[config.mk]
export PLATFORM = sky130hd
export DESIGN_NAME = ntt_bank_loader
export DESIGN_NICKNAME = d
export VERILOG_FILES = /design/src/rtl/ntt_bank_loader.sv
export SDC_FILE = /design/constraint.sdc
export NUM_CORES = 1
export LEC_CHECK = 0
export CAP_MARGIN = 10
export CORE_ASPECT_RATIO = 0.7
export CORE_MARGIN = 2
export CORE_UTILIZATION = 54
export DETAILED_ROUTE_END_ITERATION = 8
export PLACE_DENSITY = 0.84
export SETUP_SLACK_MARGIN = 0.1
export SLEW_MARGIN = 20
export SYNTH_ARGS = -nofsm -noshare
export SYNTH_HDL_FRONTEND = slang
export SYNTH_SLANG_ARGS = --single-unit
[constraint.sdc]
create_clock -name clk -period 3.7 [get_ports clk]
set_input_delay 1.11 -clock clk [delete_from_list [all_inputs] [get_ports clk]]
set_output_delay 1.11 -clock clk [all_outputs]
set_load 0.05 [all_outputs]
[src/rtl/ntt_bank_loader.sv]
// ntt_bank_loader
// Streams one 512-coefficient polynomial into four NTT memory banks.
// Each accepted coefficient is conditionally reduced by one subtraction
// of Q and written one cycle later to bank (mapping below), word index[8:2].
//
// Build option: define LOADER_SKEW_EN to use the skewed bank mapping
//    bank = (idx[1:0]+idx[3:2]+idx[5:4]+idx[7:6]+idx[8]) mod 4
// which keeps radix-4 butterfly operands in distinct banks. Without it
// the mapping is the plain interleave bank = idx[1:0].
//
// Ports
//    clk       single clock, rising edge
//    rst       asynchronous active-low reset
//    start     one-cycle load request (honoured only when idle)
//    s_valid   upstream coefficient valid
//    s_data    coefficient, natural order, index 0 first
//    s_ready   loader accepts a coefficient this cycle
//    wr_en     one-hot bank write strobe
//    wr_addr   word address within the selected bank
//    wr_data   reduced coefficient
//    busy      high from the accepted start until the done cycle
//    done      one-cycle pulse after the last bank write
//
// state | meaning
// IDLE  | waiting for start, s_ready low
// LOAD  | accepting coefficients, index counter advances per beat
// FLUSH | last write (index 511) on the bank port
// DONE  | done pulse, back to IDLE next cycle

module ntt_bank_loader #(
   parameter int DATA_W = 14,
   parameter int Q      = 12289
) (
   input  logic              clk,
   input  logic              rst,
   input  logic              start,
   input  logic              s_valid,
   input  logic [DATA_W-1:0] s_data,
   output logic              s_ready,
   output logic [3:0]        wr_en,
   output logic [6:0]        wr_addr,
   output logic [DATA_W-1:0] wr_data,
   output logic              busy,
   output logic              done
);

   typedef enum logic [1:0] {
      IDLE  = 2'd0,
      LOAD  = 2'd1,
      FLUSH = 2'd2,
      DONE  = 2'd3
   } state_t;

   localparam logic [DATA_W:0] Q_EXT = (DATA_W+1)'(Q);

   state_t            state;
   logic [8:0]        idx;
   logic [DATA_W:0]   data_ext;
   logic [DATA_W:0]   data_sub;
   logic [DATA_W-1:0] data_red;
   logic [1:0]        bank;
   logic [3:0]        bank_onehot;

   // Single conditional subtraction; inputs >= 2Q stay partially reduced.
   always_comb begin
      data_ext = {1'b0, s_data};
      data_sub = data_ext - Q_EXT;
      data_red = s_data;
      if (data_ext >= Q_EXT) begin
         data_red = data_sub[DATA_W-1:0];
      end
   end

   // Two-bit sum wraps naturally, giving the mod-4 reduction for free.
   always_comb begin
`ifdef LOADER_SKEW_EN
      bank = idx[1:0] + idx[3:2] + idx[5:4] + idx[7:6] + {1'b0, idx[8]};
`else
      bank = idx[1:0];
`endif
      bank_onehot = 4'b0001 << bank;
   end

   always_ff @(posedge clk or negedge rst) begin
      if (!rst) begin
         state   <= IDLE;
         idx     <= '0;
         s_ready <= 1'b0;
         wr_en   <= '0;
         wr_addr <= '0;
         wr_data <= '0;
         busy    <= 1'b0;
         done    <= 1'b0;
      end else begin
         wr_en <= '0;
         done  <= 1'b0;
         case (state)
            IDLE: begin
               if (start) begin
                  state   <= LOAD;
                  idx     <= '0;
                  s_ready <= 1'b1;
                  busy    <= 1'b1;
               end
            end
            LOAD: begin
               if (s_valid && s_ready) begin
                  wr_en   <= bank_onehot;
                  wr_addr <= idx[8:2];
                  wr_data <= data_red;
                  idx     <= idx + 9'd1;
                  if (idx == 9'd511) begin
                     state   <= FLUSH;
                     s_ready <= 1'b0;
                  end
               end
            end
            FLUSH: begin
               state <= DONE;
               done  <= 1'b1;
            end
            DONE: begin
               state <= IDLE;
               busy  <= 1'b0;
            end
            default: begin
               state   <= IDLE;
               s_ready <= 1'b0;
               busy    <= 1'b0;
            end
         endcase
      end
   end

endmodule

# [Yosys cells after proc, flatten, opt, wreduce, memory -nomap -nowiden]
# Cells that the tools add are included.
[classes] addsub=2 order_cmp=1 eq_ne=7 shift=1 muxes=16 reduce_logical=9
[ops] op="2-to-1 mux 9 bit" n=2
[ops] op="one-hot mux 9 bit (2 select lines)" n=1
[ops] op="greater-or-equal comparator 14 bit, second input constant" n=1
[ops] op="2-to-1 mux 14 bit" n=1
[ops] op="subtractor 14 bit, second input constant" n=1
[ops] op="adder 9 x 1 -> 9 bit, second input constant" n=1
[ops] op="== test 9 bit, second input constant" n=1
[ops] op="2-to-1 mux 4 bit" n=2
[ops] op="one-hot mux 2 bit (4 select lines)" n=1
[ops] op="2-to-1 mux 2 bit" n=3
[ops] op="!= test 2 bit, second input constant" n=3
[ops] op="AND reduction 3 bit" n=2
[ops] op="== test 2 bit, second input constant" n=2
[ops] op="2-to-1 mux 1 bit" n=4
[ops] op="one-hot mux 1 bit (2 select lines)" n=2
[ops] op="AND reduction 2 bit" n=2
[ops] op="AND reduction 4 bit" n=1
[ops] op="nonzero test 2 bit" n=2
[ops] op="left shift 1 x 2 -> 4 bit, first input constant" n=1
[ops] op="== test 2 x 1 -> 1 bit, second input constant" n=1
[ops] op="zero test 2 bit" n=1
[ops] op="logical AND 1 bit" n=1
[word_totals] register_bits=39 inputBits=18 output_inout_bits=28 word_cells=44

# [Depth between registers and ports, before layout]
[depth] ltp_word=4 ltp_mapped=8 depth_no_buf=8

# [Worst setup path after synthesis]
# OpenSTA, ideal clock, no wires.
[synth_path] kind="in2reg" startpoint="in s_data[1]" endpoint="reg wr_data[4]" setup_time_ns=0.131 arrival_time_ns=2.490 required_time_ns=3.569 setup_slack_ns=1.078 stages=6 path_buffers=0 cell_sequence="inv_1 ha_1 or4b_1 o311ai_2 xor2_1 o21ai_1"
[synth_via] elab_chain_cells=2 word_cells_on_any_way=3 cone_classes="1 x add/sub; 1 x order compare; 1 x mux"
[synth_rtl] element="start: declaration" line="38" text="input logic [DATA_W-1:0] s_data,"
[synth_rtl] element="subtractor 14 bit or greater-or-equal comparator 14 bit (tied branches)" line="67, 69"
[synth_rtl] element="2-to-1 mux 14 bit (*)" line="69" text="if (data_ext >= Q_EXT) begin"
[synth_rtl] element="end signal: assignment" line="110" text="wr_data <= data_red;"
[synth_rtl] element="end: declaration" line="42" text="output logic [DATA_W-1:0] wr_data,"
# Mark *: on every way between the ends. The rest lies on a longest branch, timed or not.
# A chain may end at the register's enable or synchronous reset.

# [Worst setup path in the final report]
[layout_path] startpoint="in s_data[1]" endpoint="reg wr_data[8]"
# Same word-level chain as after synthesis.

==> impl_metrics.sql <==
INSERT INTO impl_metrics (metric_group, metric, value, unit) VALUES
('place', 'placed_cells', '315', ''),
('setup_path', 'slowest_delay', '600', 'ps'),
('route', 'vias_per_cell', '5.64', ''),
('clocking', 'cts_setup_buffers', '0', ''),
('sta', 'maxClockFrequency', '324', 'MHz'),
('global_route', 'wire_length_of_the_first_global_routing_pass', '8340', 'um'),
('layout', 'layout-drive-gt1-share', '9.63', '%'),
('min_path', 'min_to', 'wr_data[10]', ''),
('route', 'drt_iter0_markers', '133', ''),
('logic_synthesis', 'async_reset_ff_share', '100', '%'),
('global_route', 'gr-total-overflow', '0', ''),
('place', 'post-place-ws', '372', 'ps'),
('min_path', 'timing.hold.worst.start', 'wr_data[10]', ''),
('logic_synthesis', 'number_of_warnings_reported_in_the_yosys_synthesis_log', '0', ''),
('place', 'gp_congestion', '0.954', ''),
('logic_synthesis', 'top_cells_by_area_in_the_synthesized_netlist', 'sky130_fd_sc_hd__dfrtp_1 46%, sky130_fd_sc_hd__ha_1 7.7%, sky130_fd_sc_hd__nand2_1 6.9%, sky130_fd_sc_hd__nor2_1 3.7%, sky130_fd_sc_hd__xnor2_1 2.9%', ''),
('clocking', 'clockRootBuffer', 'sky130_fd_sc_hd__clkbuf_8', ''),
('global_route', 'grt_start_max_net_pins', '40', ''),
('logic_synthesis', 'synth_enable_flop_cells', '0', ''),
('setup_path', 'timing.reg2reg.setup_slack', '1620', 'ps'),
('sta', 'final_max_slew_viol_count', '0', ''),
('sta', 'totalNegativeSetupSlack', '0', 'ps'),
('logic_synthesis', 'yosys.area_share.xor_xnor', '3.71', '%'),
('clocking', 'cts.hold.buffers_added', '0', ''),
('die', 'die_width', '78.9', 'um'),
('layout', 'area_growth', '27.8', '%'),
('global_route', 'globalRouteTotalUtil', '24.3', '%'),
('logic_synthesis', 'yosysTopAreaCell', 'sky130_fd_sc_hd__dfrtp_1', ''),
('setup_path', 'worstPathRequired', '3910', 'ps'),
('sta', 'worst-slew-pin-transition', '833', 'ps'),
('layout', 'layout.cells.non_filler', '322', ''),
('setup_path', 'path_max_fanout', '4', ''),
('logic_synthesis', 'syn_std_cell_area', '2120', 'um2'),
('pwr', 'power.density', '655', 'nW/um2'),
('setup_path', 'worstReg2RegEnd', 'idx[7]', ''),
('clocking', 'clock_tree.htree_level_count', '2', ''),
('min_path', 'holdCritPathClass', 'flip-flop to flip-flop', ''),
('die', 'die-area', '4460', 'um2'),
('logic_synthesis', 'synth_adder_area_share', '7.67', '%'),
('route', 'drt_wl_total', '4840', 'um'),
('layout', 'multi_input_area', '1090', 'um2'),
('logic_synthesis', 'synth_top_family_by_area', 'simple AND/OR/NAND/NOR gates', ''),
('global_route', 'grt_pass1_vias', '1736', ''),
('route', 'route.antenna.remaining_nets', '0', ''),
('setup_path', 'timing.critical_path.arrival', '3300', 'ps'),
('setup_path', 'crit_path_end_kind', 'flip-flop', ''),
('clocking', 'clockBufferDepth', '2', ''),
('place', 'numPortBuffers', '45', ''),
('layout', 'fin_nets', '301', ''),
('pwr', 'leakage', '0.00117', 'uW'),
('route', 'num_vias', '1815', ''),
('logic_synthesis', 'synth.top_cell.area_share', '46.0', '%'),
('die', 'core_rows', '19', ''),
('setup_path', 'critPathLaunchType', 'input port', ''),
('route', 'drc', '0', ''),
('sta', 'final_setup_violations', '0', ''),
('logic_synthesis', 'ys.flop_type', 'sky130_fd_sc_hd__dfrtp_1', ''),
('outcome', 'run_status', 'complete, no violations', ''),
('pwr', 'power.ir.vdd_worst', '0.480', 'mV'),
('sta', 'fin_crit', '3090', 'ps'),
('sta', 'hold_viol', '0', ''),
('logic_synthesis', 'synth-compound-area-share', '13.4', '%'),
('logic_synthesis', 'synth.yosys.seq_area_share', '46.0', '%'),
('logic_synthesis', 'post_synth_inst_count', '222', ''),
('global_route', 'initial_antenna_violation_count', '0', ''),
('sta', 'final_min_period_over_clock_period', '83.5', '%'),
('setup_path', 'worstPathCellList', 'clkdlybuf4s50_1 > inv_1 > ha_1 > or4b_1 > o31ai_2 > o21ai_1 > a31oi_1', ''),
('setup_path', 'crit_family', 'compound AO/OA/AOI/OAI gates', ''),
('logic_synthesis', 'synth_nets', '253', ''),
('min_path', 'hold_path_depth', '2', ''),
('setup_path', 'worstRegToRegCells', '6', '');
layout make-up:
cell class                 instances  share of cell area, %
clock buffer                       6                   3.04
clock inverter                     1                  0.185
inverter                           8                   1.11
multi-input combinational        169                   40.3
sequential                        39                   36.0
tap                               52                   2.40
timing repair buffer              47                   17.0
worst max-delay path by stage:
stage	startpoint	to	slack, ps	cells past startpoint
after floorplan	s_data[1]	wr_data[4]	1080	6
after global placement	s_data[1]	wr_data[8]	440	7
after detailed placement	s_data[1]	wr_data[8]	370	7
after CTS	s_data[1]	wr_data[8]	640	7
after global routing	s_data[1]	wr_data[8]	510	7
final	s_data[1]	wr_data[8]	610	7
state kept, by name, indices dropped and copies added (netlist names):
signal / flops
wr_data: 14
idx: 9
wr_addr: 7
wr_en: 4
state: 2
busy: 1
done: 1
s_ready: 1
per-stage QoR:
step                      total power [uW]  utilization [%]  instance area, um2  hold slack (ps)
final                                 1780             70.4                2710              480
after global routing                  1880             70.4                2710              515
after CTS                             1790             70.4                2710              485
after detailed placement              1500             68.2                2630              469
after global placement                1470             68.2                2630              458
after floorplan                       1190                -                2120              468
per-layer routing:
layer  wire length, um  part of all wire (%)  track usage (%)  vias to the layer above
met2              2060                    43             33.6                       59
met3               274                   5.7             6.43                        8
met4                66                   1.4             7.88                        0
li1                  -                     -                -                      880
met5                 0                     0                0                        -
met1              2440                    50             37.2                      868
tightest hold or removal path: stages (launching register included):
cell and delay (ps):
sky130_fd_sc_hd__dfrtp_1 340, sky130_fd_sc_hd__nand2_1 40, sky130_fd_sc_hd__o21ai_0 60
power breakdown:
group	internal, uW	total (uW)	switching (uW)	leakage, uW
logic	294	877	583	0.000611
registers	538	612	73.8	0.000512
clock network	146	287	141	0.0000470
total	978	1780	798	0.00117
cell usage after synthesis (3+ instances only):
| master | count |
|---|---|
| sky130_fd_sc_hd__ha_1 | 13 |
| sky130_fd_sc_hd__o21ai_1 | 4 |
| sky130_fd_sc_hd__nand2_1 | 39 |
| sky130_fd_sc_hd__a31oi_1 | 3 |
| sky130_fd_sc_hd__xnor2_1 | 7 |
| sky130_fd_sc_hd__clkbuf_1 | 4 |
| sky130_fd_sc_hd__inv_1 | 8 |
| sky130_fd_sc_hd__o21ai_0 | 12 |
| sky130_fd_sc_hd__dfrtp_1 | 39 |
| sky130_fd_sc_hd__or3_1 | 3 |
| sky130_fd_sc_hd__nor2_1 | 21 |
| sky130_fd_sc_hd__and2_1 | 4 |
| sky130_fd_sc_hd__a21oi_1 | 4 |
| sky130_fd_sc_hd__nand4_1 | 4 |
| sky130_fd_sc_hd__a31o_2 | 3 |
| sky130_fd_sc_hd__nor4_1 | 3 |
| sky130_fd_sc_hd__nand3_1 | 11 |
cell usage in the layout (no fill, tap or decap), types with 6 or more instances in the layout:
cell / n
sky130_fd_sc_hd__ha_1: 13
sky130_fd_sc_hd__xnor2_1: 7
sky130_fd_sc_hd__o21ai_0: 12
sky130_fd_sc_hd__nor2_1: 21
sky130_fd_sc_hd__nand3_1: 11
sky130_fd_sc_hd__dfrtp_1: 39
sky130_fd_sc_hd__clkdlybuf4s50_1: 44
sky130_fd_sc_hd__nand2_1: 39
sky130_fd_sc_hd__clkbuf_8: 6
sky130_fd_sc_hd__inv_1: 8
kinds of logic after synthesis:
logic type | Yosys count
xor+xnor | 9
mux | 3
compound gates | 40
fa+ha+maj | 13
buf+inv | 14
simple gates | 104
flops | 39
No activity file was read; power rests on OpenSTA's default activity.
